[src/rtl/sram_arbiter_pkg.sv]
// Shared types and constants for the two-port SRAM arbiter.
package sram_arbiter_pkg;

  localparam int unsigned SRAM_AW = 20;
  localparam int unsigned CNT_W   = 4;
  localparam int unsigned DATA_W  = 32;
  localparam int unsigned BE_W    = 4;

  typedef enum logic [1:0] {
    IDLE = 2'd0,
    RD   = 2'd1,
    WR   = 2'd2,
    DONE = 2'd3
  } state_t;

  typedef logic req_id_t;
  localparam req_id_t REQ_INST = 1'b0;
  localparam req_id_t REQ_DATA = 1'b1;

  // Access selected by the arbiter in IDLE, before it is latched.
  typedef struct packed {
    req_id_t                id;
    logic                   we;
    logic [BE_W-1:0]        be;
    logic [SRAM_AW-1:0]     addr;
    logic [DATA_W-1:0]      wdata;
  } grant_t;

endpackage

[src/rtl/sram_arbiter.sv]
// Round-robin arbiter between instruction fetch and load/store ports onto one
// asynchronous SRAM, with fixed read wait states and write pulse width.
module sram_arbiter
  import sram_arbiter_pkg::*;
#(
  parameter int unsigned RD_CYCLES = 2,
  parameter int unsigned WR_CYCLES = 3
) (
  input  logic                clk,
  input  logic                rst,
  input  logic                inst_req_i,
  input  logic [31:0]         inst_addr_i,
  output logic                inst_ack_o,
  output logic [31:0]         inst_rdata_o,
  input  logic                data_req_i,
  input  logic                data_we_i,
  input  logic [3:0]          data_be_i,
  input  logic [31:0]         data_addr_i,
  input  logic [31:0]         data_wdata_i,
  output logic                data_ack_o,
  output logic [31:0]         data_rdata_o,
  output logic [SRAM_AW-1:0]  sram_addr_o,
  output logic [31:0]         sram_wdata_o,
  input  logic [31:0]         sram_rdata_i,
  output logic                sram_data_oe_o,
  output logic                sram_ce_n_o,
  output logic                sram_oe_n_o,
  output logic                sram_we_n_o,
  output logic [3:0]          sram_be_n_o
);

  state_t            state_q, state_nxt;
  logic [CNT_W-1:0]  cnt_q, cnt_nxt;
  req_id_t           last_q, last_nxt;
  req_id_t           gnt_id_q;
  logic              gnt_we_q;
  grant_t            gnt_sel;
  logic              gnt_valid;

  logic                ce_n_nxt, oe_n_nxt, we_n_nxt, data_oe_nxt;
  logic [3:0]          be_n_nxt;
  logic [SRAM_AW-1:0]  addr_nxt;
  logic [31:0]         wdata_nxt;
  logic                inst_ack_nxt, data_ack_nxt;
  logic [31:0]         inst_rdata_nxt, data_rdata_nxt;

  // Byte-offset and above-SRAM address bits are intentionally dropped.
  logic unused_addr_bits;
  assign unused_addr_bits = ^{inst_addr_i[31:SRAM_AW+2], inst_addr_i[1:0],
                              data_addr_i[31:SRAM_AW+2], data_addr_i[1:0]};

  // Arbitration: single requester wins outright, a tie goes to the one not granted last.
  always_comb begin
    gnt_sel   = '0;
    gnt_valid = 1'b0;
    if (inst_req_i && data_req_i) begin
      gnt_valid  = 1'b1;
      gnt_sel.id = (last_q == REQ_INST) ? REQ_DATA : REQ_INST;
    end else if (data_req_i) begin
      gnt_valid  = 1'b1;
      gnt_sel.id = REQ_DATA;
    end else if (inst_req_i) begin
      gnt_valid  = 1'b1;
      gnt_sel.id = REQ_INST;
    end
    if (gnt_sel.id == REQ_DATA) begin
      gnt_sel.we    = data_we_i;
      gnt_sel.be    = data_be_i;
      gnt_sel.addr  = data_addr_i[SRAM_AW+1:2];
      gnt_sel.wdata = data_wdata_i;
    end else begin
      gnt_sel.we    = 1'b0;
      gnt_sel.be    = 4'hF;
      gnt_sel.addr  = inst_addr_i[SRAM_AW+1:2];
      gnt_sel.wdata = '0;
    end
  end

  // State register, wait counter, last-grant flag and latched grant attributes.
  always_ff @(posedge clk or posedge rst) begin
    if (rst) begin
      state_q  <= IDLE;
      cnt_q    <= '0;
      last_q   <= REQ_INST;
      gnt_id_q <= REQ_INST;
      gnt_we_q <= 1'b0;
    end else begin
      state_q <= state_nxt;
      cnt_q   <= cnt_nxt;
      last_q  <= last_nxt;
      if (state_q == IDLE && gnt_valid) begin
        gnt_id_q <= gnt_sel.id;
        gnt_we_q <= gnt_sel.we;
      end
    end
  end

  // Next-state logic: requests are only looked at in IDLE.
  always_comb begin
    state_nxt = state_q;
    cnt_nxt   = cnt_q;
    last_nxt  = last_q;
    case (state_q)
      IDLE: begin
        if (gnt_valid) begin
          last_nxt = gnt_sel.id;
          if (gnt_sel.we) begin
            state_nxt = WR;
            cnt_nxt   = CNT_W'(WR_CYCLES - 1);
          end else begin
            state_nxt = RD;
            cnt_nxt   = CNT_W'(RD_CYCLES - 1);
          end
        end
      end
      RD, WR: begin
        if (cnt_q == '0) begin
          state_nxt = DONE;
        end else begin
          cnt_nxt = cnt_q - CNT_W'(1);
        end
      end
      DONE:    state_nxt = IDLE;
      default: state_nxt = IDLE;
    endcase
  end

  // Output logic: next values of the registered SRAM pins, acks and read data.
  always_comb begin
    ce_n_nxt       = 1'b1;
    oe_n_nxt       = 1'b1;
    we_n_nxt       = 1'b1;
    data_oe_nxt    = 1'b0;
    be_n_nxt       = 4'hF;
    addr_nxt       = sram_addr_o;
    wdata_nxt      = sram_wdata_o;
    inst_ack_nxt   = 1'b0;
    data_ack_nxt   = 1'b0;
    inst_rdata_nxt = inst_rdata_o;
    data_rdata_nxt = data_rdata_o;

    if (state_q == IDLE && gnt_valid) begin
      addr_nxt = gnt_sel.addr;
      if (gnt_sel.we) begin
        wdata_nxt = gnt_sel.wdata;
      end
    end

    case (state_nxt)
      RD: begin
        ce_n_nxt = 1'b0;
        oe_n_nxt = 1'b0;
        be_n_nxt = 4'h0;
      end
      WR: begin
        ce_n_nxt    = 1'b0;
        we_n_nxt    = 1'b0;
        data_oe_nxt = 1'b1;
        be_n_nxt    = (state_q == IDLE) ? ~gnt_sel.be : sram_be_n_o;
      end
      DONE: begin
        // Writes keep the chip selected and the bus driven as data hold time.
        if (gnt_we_q) begin
          ce_n_nxt    = 1'b0;
          data_oe_nxt = 1'b1;
          be_n_nxt    = sram_be_n_o;
        end
        if (gnt_id_q == REQ_INST) begin
          inst_ack_nxt = 1'b1;
        end else begin
          data_ack_nxt = 1'b1;
        end
        if (state_q == RD) begin
          if (gnt_id_q == REQ_INST) begin
            inst_rdata_nxt = sram_rdata_i;
          end else begin
            data_rdata_nxt = sram_rdata_i;
          end
        end
      end
      default: begin
      end
    endcase
  end

  // Output registers; reset drops every strobe immediately.
  always_ff @(posedge clk or posedge rst) begin
    if (rst) begin
      sram_ce_n_o    <= 1'b1;
      sram_oe_n_o    <= 1'b1;
      sram_we_n_o    <= 1'b1;
      sram_data_oe_o <= 1'b0;
      sram_be_n_o    <= 4'hF;
      sram_addr_o    <= '0;
      sram_wdata_o   <= '0;
      inst_ack_o     <= 1'b0;
      data_ack_o     <= 1'b0;
      inst_rdata_o   <= '0;
      data_rdata_o   <= '0;
    end else begin
      sram_ce_n_o    <= ce_n_nxt;
      sram_oe_n_o    <= oe_n_nxt;
      sram_we_n_o    <= we_n_nxt;
      sram_data_oe_o <= data_oe_nxt;
      sram_be_n_o    <= be_n_nxt;
      sram_addr_o    <= addr_nxt;
      sram_wdata_o   <= wdata_nxt;
      inst_ack_o     <= inst_ack_nxt;
      data_ack_o     <= data_ack_nxt;
      inst_rdata_o   <= inst_rdata_nxt;
      data_rdata_o   <= data_rdata_nxt;
    end
  end

endmodule

[config.mk]
export PLATFORM = sky130hd
export DESIGN_NAME = sram_arbiter
export DESIGN_NICKNAME = d
export VERILOG_FILES = /design/src/rtl/sram_arbiter_pkg.sv /design/src/rtl/sram_arbiter.sv
export SDC_FILE = /design/constraint.sdc
export NUM_CORES = 1
export LEC_CHECK = 0
export CAP_MARGIN = 20
export CELL_PAD_IN_SITES_DETAIL_PLACEMENT = 0
export CELL_PAD_IN_SITES_GLOBAL_PLACEMENT = 2
export CORE_MARGIN = 1
export CORE_UTILIZATION = 27
export DETAILED_ROUTE_END_ITERATION = 6
export GPL_TIMING_DRIVEN = 0
export PLACE_DENSITY = 0.95
export SLEW_MARGIN = 20
export SYNTH_ARGS = -nofsm -noshare
export SYNTH_HDL_FRONTEND = slang
export SYNTH_SLANG_ARGS = --single-unit
[constraint.sdc]
create_clock -name clk -period 8.9 [get_ports clk]
set_input_delay 1.78 -clock clk [delete_from_list [all_inputs] [get_ports clk]]
set_output_delay 1.78 -clock clk [all_outputs]
set_load 0.01 [all_outputs]
; Word-level counts from Yosys, hierarchy flattened
; Cells that the tools add are included.
[op_classes]
n_reduce_logical = 13
div_mod_pow = 0
add_sub_neg = 1
n_shift = 0
muxes = 28
multipliers = 0
order_cmp = 0
bitwise = 2
eq_ne = 10
[ops]
columns = op, n
row1 = two-way mux 57 bit, 1
row2 = two-way mux 4 bit, 4
row3 = two-way mux 1 bit, 14
row4 = case mux 4 bit (3 select lines), 1
row5 = AND reduction 3 bit, 3
row6 = "== test 2 bit, second input constant", 4
row7 = two-way mux 2 bit, 4
row8 = "inequality test 2 bit, second input constant", 4
row9 = case mux 4 bit (2 select lines), 1
row10 = case mux 2 bit (3 select lines), 1
row11 = AND reduction 2 bit, 3
row12 = "== test 2 x 1 -> 1 bit, second input constant", 2
row13 = logical NOT 4 bit, 1
row14 = inverter 4 bit, 1
row15 = case mux 1 bit (2 select lines), 2
row16 = OR reduction 2 bit, 2
row17 = "subtractor 4 x 1 -> 4 bit, second input constant", 1
row18 = logical AND 1 bit, 2
row19 = logical NOT 2 bit, 1
row20 = nonzero test 2 bit, 1
row21 = inverter 1 bit, 1
[totals]
input_bits = 137
rom_bits = 0
out_inout_bits = 126
wordCells = 70
latchBits = 0
memories = 0
ff_bits = 135
mem_bits_rw = 0

; Logic depth before layout (Yosys ltp)
; Gate-level depths: netlist of the first run.
[logic_depth]
word_depth = 9
mapped_depth = 12
mapped_depth_nobuf = 11

; Worst setup path after synthesis of the first run
; Ideal clock, no wire load.
[synth_timing]
kind = input to register
startpoint = input port data_req_i
endpoint = register inst_rdata_o[0]
setup_time_ns = 0.125
setup_slack_ns = 5.353
stages = 7
arrival_time_ns = 3.422
required_time_ns = 8.775
n_path_buf = 1
cell_sequence = nor3_1 -> a21oi_1 -> o221a_2 -> ha_1 -> nand3b_1 -> buf_2 -> mux2_2
[synth_via]
elab_chain_cells = 8
word_cells_on_any_way = 11
classes_between = eq/ne (1) / mux (8) / reduce/logical (2)
[synth_rtl]
columns = item, line
row1 = from (decl), sram_arbiter.sv:15  ; input logic data_req_i,
row2 = two-way mux 1 bit or logical AND 1 bit (tied branches), "sram_arbiter.sv:59, sram_arbiter.sv:56"
row3 = two-way mux 1 bit, sram_arbiter.sv:56  ; if (inst_req_i && data_req_i) begin
row4 = two-way mux 57 bit, sram_arbiter.sv:66  ; if (gnt_sel.id == REQ_DATA) begin
row5 = two-way mux 2 bit, sram_arbiter.sv:107  ; if (gnt_sel.we) begin
row6 = two-way mux 2 bit (*), sram_arbiter.sv:105  ; if (gnt_valid) begin
row7 = case mux 2 bit (3 select lines) (*), sram_arbiter.sv:103  ; case (state_q)
row8 = via state_nxt[0], sram_arbiter.sv:32  ; state_t state_q, state_nxt;
row9 = == test 2 bit (*), sram_arbiter.sv:149  ; case (state_nxt)
row10 = AND reduction 3 bit (no line) (*), n/a
row11 = to (signal assigned), sram_arbiter.sv:210  ; inst_rdata_o <= inst_rdata_nxt;
row12 = to (decl), sram_arbiter.sv:14  ; output logic [31:0] inst_rdata_o,
; The timed path passes the listed nets; every way through them passes the cells marked *.
; A chain may end at the register's enable or synchronous reset.

; Final worst setup path of the first run
[layout_timing]
startpoint = input port inst_req_i
endpoint = register data_rdata_o[14]
[layout_via]
elab_chain_cells = 8
word_cells_on_any_way = 11
classes_between = eq/ne (1) / mux (8) / reduce/logical (2)
[layout_rtl]
columns = item, line
row1 = from (decl), sram_arbiter.sv:11  ; input logic inst_req_i,
row2 = logical AND 1 bit, sram_arbiter.sv:56
row3 = two-way mux 1 bit, sram_arbiter.sv:56
row4 = two-way mux 57 bit, sram_arbiter.sv:66
row5 = two-way mux 2 bit, sram_arbiter.sv:107
row6 = two-way mux 2 bit (*), sram_arbiter.sv:105
row7 = case mux 2 bit (3 select lines) (*), sram_arbiter.sv:103
row8 = via state_nxt[1], sram_arbiter.sv:32
row9 = == test 2 bit (*), sram_arbiter.sv:149
row10 = AND reduction 3 bit (no line) (*), n/a
row11 = to (signal assigned), sram_arbiter.sv:211  ; data_rdata_o <= data_rdata_nxt;
row12 = to (decl), sram_arbiter.sv:21  ; output logic [31:0] data_rdata_o,
; Marks and branches as above.

==> metrics, run 1 <==
H-tree depth 4; Die Ht 143 um; clock slew at reported path FFs 60 ps; synthesized instance count 380; initial antenna violation count 0; GRT Util Overall 0.139; ys async rst share 1.00; final worst path period share 0.479; CTS Sinks 134; vias in the first global route 4252; placed cell area 8150 um^2; EDFF count, synth 0; dpl hpwl 10300 um; Max-slew headroom 0.656; Final Skew 8.52 ps; vias per std cell 4.33; commonest non-fill, non-tap cell in the layout clkdlybuf4s50_1; status finished clean; DR vias 3968; Slew Limit Fails 0; final setup vio count 0; area leader, netlist dfrtp_1; most frequent cells in the layout 238 x clkdlybuf4s50_1, 127 x dfrtp_1, 82 x mux2_2, 28 x nand2_1, 22 x o21ai_0; first-pass GRT wire length 21700 um; number of gates resized after CTS 0; die footprint 20600 um^2; Min-Delay Startpoint gnt_we_q; share of the synthesized area in the top cell type 0.589; Clock Path Buffers 2; Yosys cell types 36; Area Growth Syn to Fin 63.0%; # fillers 1808; PwrDens 360 nW/um^2; final WL 13800 um; reg2reg end data_rdata_o[14]; layout cells sized above 1 0.217; RSZ-0062 raised after global routing no; Final ANT Viol Nets 0; Most used DFF post-synth dfrtp_1; DRT iter0 DRCs 89; Cells after DPL 884; syn nets 523; Least-Margin Pin Slew 512 ps; worst-path fanout max 10; fin cells 916; synthesis-stage register bit count 134; Hold WC Path Type register to register; hold_buf cts 0; I/O Pins 263; hold path endpoint sram_ce_n_o; Peak Freq 235 MHz; TNS Setup 0 ps; CP endpoint kind register; flop2flop setup slack 5720 ps; crit-path max cell delay 620 ps; Yosys Warn Count 0; Max stage delay cell, worst path clkdlybuf4s50_1; worst-path cell chain clkdlybuf4s50_1, nand2_1, nand4_1, buf_4, buf_6, o21ai_0, ha_1, nand3_1, buf_2, mux2_2; worst hold slack 456 ps; crit path launch type primary input; n_diodes 0; remaining global-route overflow 0; Final Hold Viols 0; mapped cell area 5400 um^2; postcts setup bufs 0; drt pass-1 iters 4; sequential area share after synthesis 0.623; Final min period 4260 ps; hold depth 1; WL/cell 15.1 um; Worst Path Required 9190 ps; peak supply drop 0.000154 V; Max Cap Viol 0; Final Wtd Congestion 0.738; Crit Path Category primary input to register; design area 8800 um^2; CTS tree done; clock root buffer clkbuf_16; Std-Cell Rows 51; worst r2r src state_q[0]; Final nets 781; mean post-synth cell area 14.2 um^2; core area 19500 um^2; Starting Density 0.277; Clk Latency, worst-skew pair 410 ps; reg2reg path depth 10; synth top area cells dfrtp_1 59%, mux2_2 17%, mux2i_1 3.9%, dfstp_2 3.4%, mux2_1 2.9%; Die X-Extent 143 um; final routed DRC violation total 0; largest net degree at the start of global routing 74; number of port buffers 238; CP arrival 4550 ps; TritonCTS Buffers 17; leakage 3.81 nW
layout make-up:
class | instances | area (um^2) | share of cell area
Clock inverter | 10 | 166 | 0.0189
Multi-Input combinational cell | 218 | 1890 | 0.215
Tap cell | 265 | 332 | 0.0377
Clock buffer | 22 | 484 | 0.0550
Sequential cell | 134 | 3360 | 0.382
Inverter | 10 | 45.0 | 0.00512
Timing Repair Buffer | 239 | 2410 | 0.274
Buffer | 18 | 106 | 0.0121
kinds of logic (layout without fill, tap and decap cells):
family,after synthesis,in the layout,synth area share
and+or+nand+nor,47,47,0.0401
buffers and inverters,28,299,0.0266
AOI/OAI and AO/OA,48,48,0.0577
DFF,134,134,0.623
adders and majority gates,6,6,0.0139
muxes,117,117,0.239
stage by stage:
step	util	setup WS, ps	total power, mW
CTS	0.451	4630	3.22
global placement	0.416	1770	2.38
finish	0.451	4640	3.17
floorplan	-	3550	1.68
detailed placement	0.417	4200	2.43
global route	0.451	4480	3.37
registers in the layout, indices dropped and copies added, names as in the netlist, 2 cells and up:
name          flops
data_rdata_o     32
sram_be_n_o       4
state_q           2
inst_rdata_o     32
sram_addr_o      20
sram_wdata_o     32
cnt_q             4
synthesized netlist by cell type (3+ instances only):
master,instances
clkbuf_1,5
a31oi_1,3
mux2_2,82
dfrtp_1,127
nand2_1,28
buf_2,7
inv_1,10
o21ai_1,3
mux2_1,14
buf_4,4
nand3_1,3
nor2_1,5
mux2i_1,21
ha_1,6
a21oi_1,5
dfstp_2,7
o22a_1,5
o21ai_0,22
routing by layer:
layer	part of all wire	vias up	track usage
met3	0.087	14	0.0590
li1	-	1859	-
met4	0.013	0	0.0459
met1	0.41	1929	0.155
met5	0	-	0
met2	0.49	166	0.238
report_power, final:
group,switching (mW),leakage [nW],internal [mW]
clock,0.267,0.313,0.501
sequential,0.155,1.67,0.911
combinational,0.552,1.83,0.786
worst max path at each step:
stage | to | cells past startpoint | startpoint
floorplan | cnt_q[0] | 1 | rst
global route | data_rdata_o[23] | 10 | inst_req_i
detailed placement | data_rdata_o[22] | 10 | inst_req_i
finish | data_rdata_o[14] | 10 | inst_req_i
global placement | sram_wdata_o[17] | 2 | rst
CTS | data_rdata_o[14] | 10 | inst_req_i
critical path, delay by kind of cell:
kind	cells	cell delay, ps
AO/OA/AOI/OAI	1	160
adder cells (fa/ha/maj)	1	340
buffers and inverters	4	1330
AND/OR/NAND/NOR	3	540
multiplexers	1	380
Note: power is estimated with default switching activity, not from simulation.
==> run 2, diff against run 1 <==
--- a/config.mk
+++ b/config.mk
@@ -9,10 +9,10 @@
 export CELL_PAD_IN_SITES_DETAIL_PLACEMENT = 0
 export CELL_PAD_IN_SITES_GLOBAL_PLACEMENT = 2
 export CORE_MARGIN = 1
-export CORE_UTILIZATION = 27
+export CORE_UTILIZATION = 23
 export DETAILED_ROUTE_END_ITERATION = 6
 export GPL_TIMING_DRIVEN = 0
-export PLACE_DENSITY = 0.95
+export PLACE_DENSITY = 0.87
 export SLEW_MARGIN = 20
 export SYNTH_ARGS = -nofsm -noshare
 export SYNTH_HDL_FRONTEND = slang
==> constraint.sdc (replaced) <==
create_clock -name clk -period 3.6 [get_ports clk]
set_input_delay 0.72 -clock clk [delete_from_list [all_inputs] [get_ports clk]]
set_output_delay 0.72 -clock clk [all_outputs]
set_load 0.01 [all_outputs]
==> metrics, run 2 (synthesis results as in run 1) <==
status finished clean; Clk Latency, worst-skew pair 410 ps; Worst Slack Setup Final 402 ps; CP arrival 3500 ps; Seq. cell area 3360 um^2; Final Power 7.65 mW; Final Skew 8.75 ps; Max-slew headroom 0.683; Hold WC Path Type register to register; CTS Sinks 134; WL/cell 14.4 um; Area Growth Syn to Fin 64.4%; placed cell area 8290 um^2; largest net degree at the start of global routing 32; die footprint 24100 um^2; Max Cap Viol 0; vias per std cell 4.14; Final min period 3200 ps; peak supply drop 0.000287 V; Peak Freq 313 MHz; leakage 3.81 nW; dpl hpwl 10500 um; number of port buffers 238; remaining global-route overflow 0; Final Hold Viols 0; GRT Util Overall 0.120; final WL 13900 um; Clock Path Buffers 2; worst slack, placed -117 ps; commonest non-fill, non-tap cell in the layout clkdlybuf4s50_1; design area 8880 um^2; Slew Limit Fails 0; hold_buf cts 0; worst-path fanout max 10; number of gates resized after CTS 0; clock root buffer clkbuf_16; DR vias 4006; RSZ-0062 raised after global routing no; Cells after DPL 936; Starting Density 0.236; Final ANT Viol Nets 0; Die Ht 155 um; n_diodes 0; crit path launch type primary input; DRT iter0 DRCs 133; fin cells 968; postcts setup bufs 0; I/O Pins 263; TritonCTS Buffers 17; Max stage delay cell, worst path clkdlybuf4s50_1; first-pass GRT wire length 22300 um; area taken by multi-input logic gates 1890 um^2; Final nets 785; Std-Cell Rows 55; H-tree depth 4; final worst path period share 0.888; Least-Margin Pin Slew 470 ps; clock slew at reported path FFs 60 ps; # fillers 2255; CP endpoint kind register; CTS tree done; TNS Setup 0 ps; core area 22800 um^2; Die X-Extent 155 um; most frequent cells in the layout 238 x clkdlybuf4s50_1, 127 x dfrtp_1, 82 x mux2_2, 28 x nand2_1, 22 x o21ai_0; drt pass-1 iters 3; initial antenna violation count 0; crit-path max cell delay 610 ps; layout cells sized above 1 0.223; Final Wtd Congestion 0.744; final setup vio count 0; final routed DRC violation total 0; vias in the first global route 4183; Worst Path Required 3900 ps; worst-path cell chain clkdlybuf4s50_1, nand2_1, nand4_1, buf_4, buf_6, o21ai_0, ha_1, nand3b_1, buf_2, mux2_2; largest registers data_rdata_o x32, inst_rdata_o x32, sram_wdata_o x32; PwrDens 861 nW/um^2; Crit Path Category primary input to register
==> run 2: cell types whose count changed in the layout (fill, tap and decap cells not counted), sizes merged <==
cell / change
buf: +4
inv: +3
clkbuf: -5
bufinv: -2
clkinvlp: +2
clkinv: +2
==> run 2: routing by layer <==
layer | global-route usage | vias up | part of all wire
met5 | 0 | - | 0
met4 | 0.0500 | 0 | 0.020
met3 | 0.0485 | 20 | 0.095
met2 | 0.196 | 171 | 0.47
met1 | 0.140 | 1938 | 0.41
li1 | - | 1877 | -
==> run 2: power breakdown <==
group          total [mW]  leakage [nW]  switching (mW)  internal (mW)
registers            2.61          1.67           0.357           2.25
clock network        1.76         0.284           0.722           1.04
logic                3.28          1.86            1.34           1.95
total                7.65          3.81            2.41           5.23
==> run 2: path summary, 6_finish.rpt <==
| path | cells past startpoint | slack, ps | end | from |
|---|---|---|---|---|
| worst max-delay path | 10 | 400 | inst_rdata_o[19] | inst_req_i |
| worst min-delay path | 1 | 460 | sram_ce_n_o | gnt_we_q |
| worst max register to register | 10 | 450 | inst_rdata_o[19] | state_q[0] |
| worst min register to register | 1 | 460 | sram_ce_n_o | gnt_we_q |
| max in group asynchronous | 4 | 2170 | sram_ce_n_o | rst |
| min in group asynchronous | 2 | 670 | data_rdata_o[1] | rst |
==> run 2: cell type report <==
cell class,instances,share of cell area
buffer,18,0.0120
timing repair buffer,243,0.280
multi-input combinational,218,0.213
tap,313,0.0441
clock buffer,17,0.0479
sequential,134,0.379
inverter,10,0.00465
clock inverter,15,0.0189
==> run 2: worst max-delay path: cells and delay by family <==
family	cells	cell delay (ps)
buffers and inverters	4	1360
AND/OR/NAND/NOR	3	540
multiplexers	1	370
adder cells (fa/ha/maj)	1	330
AO/OA/AOI/OAI	1	150
==> run 2: per-stage QoR <==
step	utilization	hold WS, ps
after floorplan	-	414
after global placement	0.358	455
after detailed placement	0.363	454
after CTS	0.389	472
after global routing	0.389	501
final	0.389	458
==> run 3, diff against run 2 <==
--- a/config.mk
+++ b/config.mk
@@ -8,12 +8,11 @@
 export CAP_MARGIN = 20
 export CELL_PAD_IN_SITES_DETAIL_PLACEMENT = 0
 export CELL_PAD_IN_SITES_GLOBAL_PLACEMENT = 2
-export CORE_MARGIN = 1
+export CORE_MARGIN = 4
 export CORE_UTILIZATION = 23
 export DETAILED_ROUTE_END_ITERATION = 6
 export GPL_TIMING_DRIVEN = 0
 export PLACE_DENSITY = 0.87
-export SLEW_MARGIN = 20
 export SYNTH_ARGS = -nofsm -noshare
 export SYNTH_HDL_FRONTEND = slang
 export SYNTH_SLANG_ARGS = --single-unit
==> metrics, run 3 (synthesis results as in run 1) <==
number of port buffers 238; CP arrival 3520 ps; H-tree depth 4; Crit Path Category primary input to register; TNS Setup 0 ps; Final Hold Viols 0; Worst Path Required 3890 ps; CTS Sinks 134; RSZ-0062 raised after global routing no; layout cells sized above 1 0.221; vias in the first global route 4207; Die X-Extent 161 um; Global Route met3 Usage 0.0492; Clock Path Buffers 2; remaining global-route overflow 0; worst hold slack 457 ps; Max-slew headroom 0.550; Area Growth Syn to Fin 63.6%; Starting Density 0.236; largest net degree at the start of global routing 40; reg2reg end data_rdata_o[0]; critical path depth 10; Final nets 783; area taken by multi-input logic gates 1890 um^2; WL/cell 15.1 um; Cells after DPL 934; number of gates resized after CTS 0; TritonCTS Buffers 17; Std-Cell Rows 55; worst slack, placed -152 ps; final routed DRC violation total 0; reg2reg path depth 10; WP buf/inv 4; n_diodes 0; met1 usage 0.133; CTS tree done; final worst path period share 0.897; clock root buffer clkbuf_16; dpl hpwl 11000 um; GRT Util Overall 0.112; Worst Setup SP inst_req_i; most frequent cells in the layout 238 x clkdlybuf4s50_1, 127 x dfrtp_1, 82 x mux2_2, 28 x nand2_1, 22 x o21ai_0; CP endpoint kind register; commonest non-fill, non-tap cell in the layout clkdlybuf4s50_1; leakage 3.80 nW; status finished clean; Least-Margin Pin Slew 673 ps; postcts setup bufs 0; drt pass-1 iters 4; peak supply drop 0.000279 V; first-pass GRT wire length 23200 um; Slew Limit Fails 0; Top delay family on crit path buffers and inverters; die footprint 26000 um^2; # fillers 2275; vias per std cell 4.08; Final ANT Viol Nets 0; PwrDens 870 nW/um^2; Final min period 3230 ps; Max Cap Viol 0; initial antenna violation count 0; Hold WC Path Type register to register; met2 Use GR 0.184; final WL 14600 um; final setup vio count 0; worst-path cell chain clkdlybuf4s50_1, nand2_1, nand4_1, buf_4, buf_6, o21ai_0, ha_1, nand3_1, buf_2, mux2_2; Seq. cell area 3360 um^2; fin cells 966; Die Ht 161 um; Peak Freq 310 MHz; crit-path max cell delay 610 ps; core area 22800 um^2; Max stage delay cell, worst path clkdlybuf4s50_1; DR vias 3943; I/O Pins 263; clock slew at reported path FFs 60 ps; Core Util, Final 0.387; crit path launch type primary input; worst r2r src state_q[0]; Final Skew 8.84 ps; flop2flop setup slack 390 ps; largest registers data_rdata_o x32, inst_rdata_o x32, sram_wdata_o x32; Clk Latency, worst-skew pair 410 ps; CP Capture Point data_rdata_o[0]; DRT iter0 DRCs 123; Worst Slack Setup Final 370 ps; hold_buf cts 0; worst-path fanout max 10; most used routing layer met2; Final Wtd Congestion 0.716
[run 3: where the power goes]
part	total, mW	leakage [nW]	internal, mW	switching (mW)
registers	2.61	1.67	2.25	0.359
logic	3.30	1.84	1.94	1.36
clock network	1.77	0.295	1.04	0.730
[run 3: layout make-up]
cell class	instances	area share
Timing Repair Buffer	241	0.277
Clock inverter	15	0.0191
Sequential cell	134	0.381
Multi-Input combinational cell	218	0.214
Tap cell	313	0.0443
Buffer	18	0.0120
Inverter	10	0.00467
Clock buffer	17	0.0482
[run 3: stage by stage]
step                      cell area (um^2)  power (mW)
after floorplan                       5400        4.15
after global placement                8180        5.94
after detailed placement              8240        6.00
after CTS                             8830        7.84
after global routing                  8830        8.20
final                                 8830        7.68
[run 3: worst min-delay path by stage]
stage / from / to / slack [ps] / depth (start not counted)
6_report: gnt_we_q / sram_ce_n_o / 460 / 1
5_1_grt: gnt_we_q / sram_ce_n_o / 490 / 1
4_1_cts: gnt_we_q / sram_ce_n_o / 460 / 1
3_5_place_dp: gnt_we_q / sram_ce_n_o / 450 / 1
3_3_place_gp: gnt_we_q / sram_ce_n_o / 460 / 1
2_1_floorplan: gnt_we_q / sram_ce_n_o / 410 / 1
[run 3: metal layers]
layer	vias to the layer above	wire, um
met4	0	179
met3	13	1340
met5	-	0
met2	160	6890
met1	1903	6150
li1	1867	-
